**src/rtl/sc_bitstream_decoder.sv**
```systemverilog
// -----------------------------------------------------------------------------
// sc_bitstream_decoder
//   Converts a serial unipolar stochastic bitstream frame of BITSTREAM bits
//   into a signed QUANT-bit value. The decoder counts the ones in each frame
//   and maps the count linearly onto the signed range. The result is held in
//   an output buffer behind a valid/ready handshake.
//
// Ports
//   clk        in   1              clock, rising edge
//   rst_n      in   1              asynchronous active-low reset
//   clear      in   1              synchronous flush: abort frame, drop result
//   bit_in     in   1              stochastic bit
//   bit_valid  in   1              bit_in is valid this cycle
//   bit_ready  out  1              decoder accepts a bit this cycle
//   out_data   out  QUANT signed   decoded value
//   out_valid  out  1              out_data is valid
//   out_ready  in   1              downstream consumes out_data
//   busy       out  1              frame in progress or result held
// -----------------------------------------------------------------------------
module sc_bitstream_decoder #(
    parameter int BITSTREAM = 64,
    parameter int QUANT     = 8
) (
    input  logic                    clk,
    input  logic                    rst_n,
    input  logic                    clear,
    input  logic                    bit_in,
    input  logic                    bit_valid,
    output logic                    bit_ready,
    output logic signed [QUANT-1:0] out_data,
    output logic                    out_valid,
    input  logic                    out_ready,
    output logic                    busy
);

    localparam int CNT_W = $clog2(BITSTREAM);
    localparam int SHIFT = QUANT - CNT_W;

    localparam logic [0:0] ST_ACCUM = 1'b0;
    localparam logic [0:0] ST_HOLD  = 1'b1;

    localparam logic [CNT_W-1:0] LAST_BIT  = CNT_W'(BITSTREAM - 1);
    localparam logic [CNT_W:0]   FULL_CNT  = (CNT_W + 1)'(BITSTREAM);
    localparam logic [QUANT-1:0] POS_MAX   = {1'b0, {(QUANT-1){1'b1}}};
    localparam logic [QUANT+1:0] MID_POINT = (QUANT + 2)'(2 ** (QUANT - 1));

    // Parameter legality checks at elaboration time.
    if ((BITSTREAM < 2) || ((BITSTREAM & (BITSTREAM - 1)) != 0)) begin : g_bad_bitstream
        $error("sc_bitstream_decoder: BITSTREAM must be a power of two");
    end
    if (QUANT < CNT_W) begin : g_bad_quant
        $error("sc_bitstream_decoder: QUANT must be >= $clog2(BITSTREAM)");
    end

    // Map a ones count onto the signed output range. The count is scaled up to
    // QUANT bits and offset by half scale, so a half-full frame reads as zero.
    // Only a completely full frame exceeds the positive limit.
    function automatic logic [QUANT-1:0] conv(input logic [CNT_W:0] n);
        logic [QUANT+1:0] ext_v;
        logic [QUANT+1:0] diff_v;
        ext_v  = (QUANT + 2)'(n) << SHIFT;
        diff_v = ext_v - MID_POINT;
        if (n == FULL_CNT) begin
            conv = POS_MAX;
        end else begin
            conv = diff_v[QUANT-1:0];
        end
    endfunction

    logic [0:0]       state_r,     state_s;
    logic [CNT_W-1:0] bit_cnt_r,   bit_cnt_s;
    logic [CNT_W:0]   ones_cnt_r,  ones_cnt_s;
    logic [CNT_W:0]   ones_f_s;
    logic [QUANT-1:0] out_data_r,  out_data_s;
    logic             out_valid_r, out_valid_s;

    // Next-state logic for the accumulate/hold controller and its counters.
    always_comb begin
        state_s     = state_r;
        bit_cnt_s   = bit_cnt_r;
        ones_cnt_s  = ones_cnt_r;
        out_data_s  = out_data_r;
        out_valid_s = out_valid_r;
        ones_f_s    = ones_cnt_r + (CNT_W + 1)'(bit_in);
        if (clear) begin
            // Flush wins over both bit acceptance and the output handshake.
            state_s     = ST_ACCUM;
            bit_cnt_s   = {CNT_W{1'b0}};
            ones_cnt_s  = {(CNT_W + 1){1'b0}};
            out_valid_s = 1'b0;
        end else begin
            case (state_r)
                ST_ACCUM: begin
                    if (bit_valid) begin
                        if (bit_cnt_r == LAST_BIT) begin
                            // Last bit of the frame: include it in the result directly.
                            out_data_s  = conv(ones_f_s);
                            bit_cnt_s   = {CNT_W{1'b0}};
                            ones_cnt_s  = {(CNT_W + 1){1'b0}};
                            out_valid_s = 1'b1;
                            state_s     = ST_HOLD;
                        end else begin
                            bit_cnt_s  = bit_cnt_r + CNT_W'(1);
                            ones_cnt_s = ones_f_s;
                        end
                    end else begin
                        bit_cnt_s = bit_cnt_r;
                    end
                end
                ST_HOLD: begin
                    if (out_ready) begin
                        out_valid_s = 1'b0;
                        state_s     = ST_ACCUM;
                    end else begin
                        out_valid_s = 1'b1;
                    end
                end
                default: begin
                    state_s     = ST_ACCUM;
                    bit_cnt_s   = {CNT_W{1'b0}};
                    ones_cnt_s  = {(CNT_W + 1){1'b0}};
                    out_valid_s = 1'b0;
                end
            endcase
        end
    end

    // State, counter and output registers.
    always_ff @(posedge clk or negedge rst_n) begin
        if (!rst_n) begin
            state_r     <= ST_ACCUM;
            bit_cnt_r   <= {CNT_W{1'b0}};
            ones_cnt_r  <= {(CNT_W + 1){1'b0}};
            out_data_r  <= {QUANT{1'b0}};
            out_valid_r <= 1'b0;
        end else begin
            state_r     <= state_s;
            bit_cnt_r   <= bit_cnt_s;
            ones_cnt_r  <= ones_cnt_s;
            out_data_r  <= out_data_s;
            out_valid_r <= out_valid_s;
        end
    end

    // Ready and busy are decoded straight from registered state.
    assign bit_ready = (state_r == ST_ACCUM);
    assign busy      = (bit_cnt_r != {CNT_W{1'b0}}) || (state_r == ST_HOLD);
    assign out_data  = $signed(out_data_r);
    assign out_valid = out_valid_r;

endmodule

```
**config.mk**
```make
export PLATFORM = sky130hd
export DESIGN_NAME = sc_bitstream_decoder
export DESIGN_NICKNAME = d
export VERILOG_FILES = /design/src/rtl/sc_bitstream_decoder.sv
export SDC_FILE = /design/constraint.sdc
export NUM_CORES = 1
export LEC_CHECK = 0
export ABC_AREA = 0
export BUFFER_PORTS_ARGS = -buffer_cell sky130_fd_sc_hd__buf_4
export CORE_MARGIN = 8
export CORE_UTILIZATION = 52
export CTS_BUF_LIST = sky130_fd_sc_hd__clkbuf_4 sky130_fd_sc_hd__clkbuf_8
export DETAILED_ROUTE_END_ITERATION = 10
export PLACE_DENSITY = 0.76
export SYNTH_ARGS = -nofsm -noshare
export SYNTH_HDL_FRONTEND = slang
export SYNTH_SLANG_ARGS = --single-unit
```
**constraint.sdc**
```tcl
create_clock -name clk -period 1.8 [get_ports clk]
set_input_delay 0.45 -clock clk [delete_from_list [all_inputs] [get_ports clk]]
set_output_delay 0.45 -clock clk [all_outputs]
set_load 0.005 [all_outputs]
```
==> flow_summary.ini <==
[timing]
rsz0062_at_grt = true
final_critical_path_share_of_the_clock_period = 1.05
max_slew_margin = 0.670
achievable-frequency_mhz = 530
fin_setup_tns_ns = -0.182
setup_ws_ns = -0.0875
setup_viol_count_final = 4
min_hold_slack_ns = 0.00419
skew_ns = 0.00253
hold_vio_cnt_final = 0
final.min_clock_period_ns = 1.89
tightestPinTransition_ns = 0.493
slew_viol_final = 0

[clock_tree]
numCtsBuffers = 3
clk_path_buf_depth = 2
ctsRootBufferMaster = sky130_fd_sc_hd__clkbuf_4
numClockSinks = 22
post_cts_hold_buffer_count = 0
worst_skew_pair.late_latency_ns = 0.30
htree_num_levels = 1
tritoncts_clock_tree = yes
clk_pin_slew_worst_paths_ns = 0.13

[critical_path]
most_prevalent_standard_cell_on_the_critical_path = sky130_fd_sc_hd__ha_4
critPathKind = reg -> reg
setup.worst_path.end_class = register
timing.critical_path.from_type = register
cpPeakStageDelay_ns = 0.53
critical_path.cell_chain = ha_4 -> ha_4 -> xor2_2 -> nand4_1 -> a2111o_1 -> a31o_1
critical_path_peak_fanout = 7
timing.critical_path.required_ns = 2.01
cp_slowest_cell = sky130_fd_sc_hd__a2111o_1
critical_path_arrival_ns = 2.10
ff2ff_setup_slack_ns = -0.09

[layout]
final_cells = 179
mostFrequentLayoutCell = sky130_fd_sc_hd__buf_4
area_growth_pct = 27.4
multi_input_comb_area_um2 = 626
num_antenna_cells = 0
layout_cell_share_with_drive_strength_beyond_1 = 0.291
layout.nets = 162
fillerInstances = 164
mostFrequentLayoutCells = sky130_fd_sc_hd__buf_4 (31), sky130_fd_sc_hd__dfrtp_1 (20), sky130_fd_sc_hd__nor2_1 (14)
area_of_all_sequential_standard_cells_um2 = 553

[placed_design]
dpl.hpwl_um = 1890
inst_count_dp = 172
buffer_ports.inserted = 16
gp_congestion = 0.846

[floorplan]
floorplan.initialDensity = 0.544
die_area_mm2 = 0.00408
io_pins = 17
die_h_um = 63.9
core.rowCount = 17
floorplan.die.width_um = 63.9
design.core.area_mm2 = 0.00219

[status]
failing_checks = negative setup slack
result_of_the_run = finished with violations

[drt]
detail_route.drc_violations = 0
drt_first_iter_violations = 50
routed_wire_length_per_instance_um = 14.9
drt_first_pass_iters = 4
drt-total-wl_um = 2660
routed-via-count = 988
post_detailed_route_count_of_antenna_violating_nets = 0
vias_per_cell = 5.52

[job]
max_cap_violations = 0

[global_route]
antenna_found_initial = 0
grt_use_total = 0.134
grt_start_max_net_pins = 23
first_pass_grt_wire_length_um = 4520
grt_overflow = 0
grt_pass1_vias = 1021

[synthesis]
synthesized_cell_area_mm2 = 0.00119
yosys_register_bits = 22
synthesis.area_per_instance_um2 = 9.45
ys_types = 39
yosysTopAreaCellShare = 0.462
syn-num-nets = 136
yosysWarnings = 0
synth.yosys.seq_area_share = 0.462
post_synth_main_area_contributors = sky130_fd_sc_hd__dfrtp_1 (46%), sky130_fd_sc_hd__nor2_1 (4.4%), sky130_fd_sc_hd__xor2_1 (4.4%)
mapped_cells = 126
synth.largest_area_cell = sky130_fd_sc_hd__dfrtp_1

[pwr]
ir_worst_vdd_v = 0.000442
cellPowerDensity_mw_per_mm2 = 648
p_total_mw = 0.983
leakage_power_nw = 0.716

[min_path]
worst_hold_path_type = in -> async
report_power, final:
group | leakage [nW] | internal, mW | switching, mW
sequential | 0.302 | 0.500 | 0.00696
combinational | 0.386 | 0.0452 | 0.0478
clock | 0.0279 | 0.225 | 0.158
kinds of logic after synthesis:
kind of cell / Yosys count / share of synthesized area
AO/OA/AOI/OAI: 30 / 0.174
XOR/XNOR: 9 / 0.0662
multiplexers: 2 / 0.0168
adder cells (fa/ha/maj): 4 / 0.0420
buffers and inverters: 15 / 0.0588
AND/OR/NAND/NOR: 44 / 0.180
flip-flops: 22 / 0.462
repair_timing:
| item | CTS | global route |
|---|---|---|
| buffers inserted | 1 | 2 |
| setup endpoints to repair | 6 | 8 |
| endpoints found under the hold margin | 0 | 0 |
| pin swaps | 4 | 1 |
| resized for setup | 3 | 5 |
final timing paths:
check                                     startpoint                        end  depth (start not counted)
max                        ones_cnt_r[0]$_DFFE_PN0P_    out_data[7]$_DFFE_PN0P_                          6
min                                            rst_n  ones_cnt_r[6]$_DFFE_PN0P_                          1
max reg2reg                ones_cnt_r[0]$_DFFE_PN0P_    out_data[7]$_DFFE_PN0P_                          6
min reg2reg                        state_r$_DFF_PN0_      out_valid$_DFFE_PN0P_                          1
max in group asynchronous                      rst_n   bit_cnt_r[3]$_DFFE_PN0P_                          1
min in group clk                           out_ready      out_valid$_DFFE_PN0P_                          2
metal layers:
metal / GRT usage / part of all wire / vias up
met5: 0 / 0 / -
met4: 0.0418 / 0.0064 / 0
met3: 0.0331 / 0.047 / 2
met2: 0.250 / 0.52 / 17
met1: 0.143 / 0.42 / 479
li1: - / - / 490
registers in the layout, summed over array words and instances, names as in the netlist:
register / cells
ones_cnt_r: 7
out_data: 7
bit_cnt_r: 6
out_valid: 1
state_r: 1
cell usage after synthesis:
cell and n:
sky130_fd_sc_hd__nor2_1 14, sky130_fd_sc_hd__inv_1 5, sky130_fd_sc_hd__buf_2 1, sky130_fd_sc_hd__xor2_1 6, sky130_fd_sc_hd__dfrtp_1 22, sky130_fd_sc_hd__a22o_1 5, sky130_fd_sc_hd__nand4_1 2, sky130_fd_sc_hd__buf_6 1
sky130_fd_sc_hd__and4_1 1, sky130_fd_sc_hd__nand2_1 12, sky130_fd_sc_hd__nor3_1 1, sky130_fd_sc_hd__a2111o_1 1, sky130_fd_sc_hd__a21oi_1 10, sky130_fd_sc_hd__a22oi_1 1, sky130_fd_sc_hd__o21ai_0 3, sky130_fd_sc_hd__a31oi_1 3
sky130_fd_sc_hd__a211o_1 1, sky130_fd_sc_hd__nand4b_1 1, sky130_fd_sc_hd__a211oi_1 1, sky130_fd_sc_hd__and3_1 2, sky130_fd_sc_hd__buf_4 1, sky130_fd_sc_hd__a311oi_1 1, sky130_fd_sc_hd__nor2b_1 1, sky130_fd_sc_hd__and4b_1 1
sky130_fd_sc_hd__or3_1 1, sky130_fd_sc_hd__or2_2 1, sky130_fd_sc_hd__nand3_1 3, sky130_fd_sc_hd__a21o_1 1, sky130_fd_sc_hd__clkbuf_1 6, sky130_fd_sc_hd__a31o_1 1, sky130_fd_sc_hd__and2_1 2, sky130_fd_sc_hd__nand2b_1 1
sky130_fd_sc_hd__ha_1 4, sky130_fd_sc_hd__o31ai_1 1, sky130_fd_sc_hd__clkbuf_2 1, sky130_fd_sc_hd__xnor2_1 3, sky130_fd_sc_hd__a211oi_2 1, sky130_fd_sc_hd__nor4_1 1, sky130_fd_sc_hd__mux2i_1 2
through the flow:
stage	utilization	setup WS, ns	area (um2)
global route	0.693	-0.143	1520
finish	0.693	-0.0875	1520
detailed placement	0.644	-0.291	1410
CTS	0.674	-0.0669	1480
floorplan	-	-0.117	1230
global placement	0.644	-0.239	1410
worst max-delay path, delay by kind of cell (launching register included):
kind,cells,cell delay [ns]
adders and majority gates,2,0.36
AOI/OAI and AO/OA,2,0.77
and+or+nand+nor,1,0.10
xor gates and xnor gates,1,0.12
DFF,1,0.44
area by class of cell:
type	instances	area share
multi-input combinational	89	0.412
sequential	22	0.364
timing repair buffer	31	0.153
tap	28	0.0231
clock inverter	1	0.0198
clock buffer	3	0.0148
inverter	5	0.0124
Note: power is estimated with default switching activity, not from simulation.
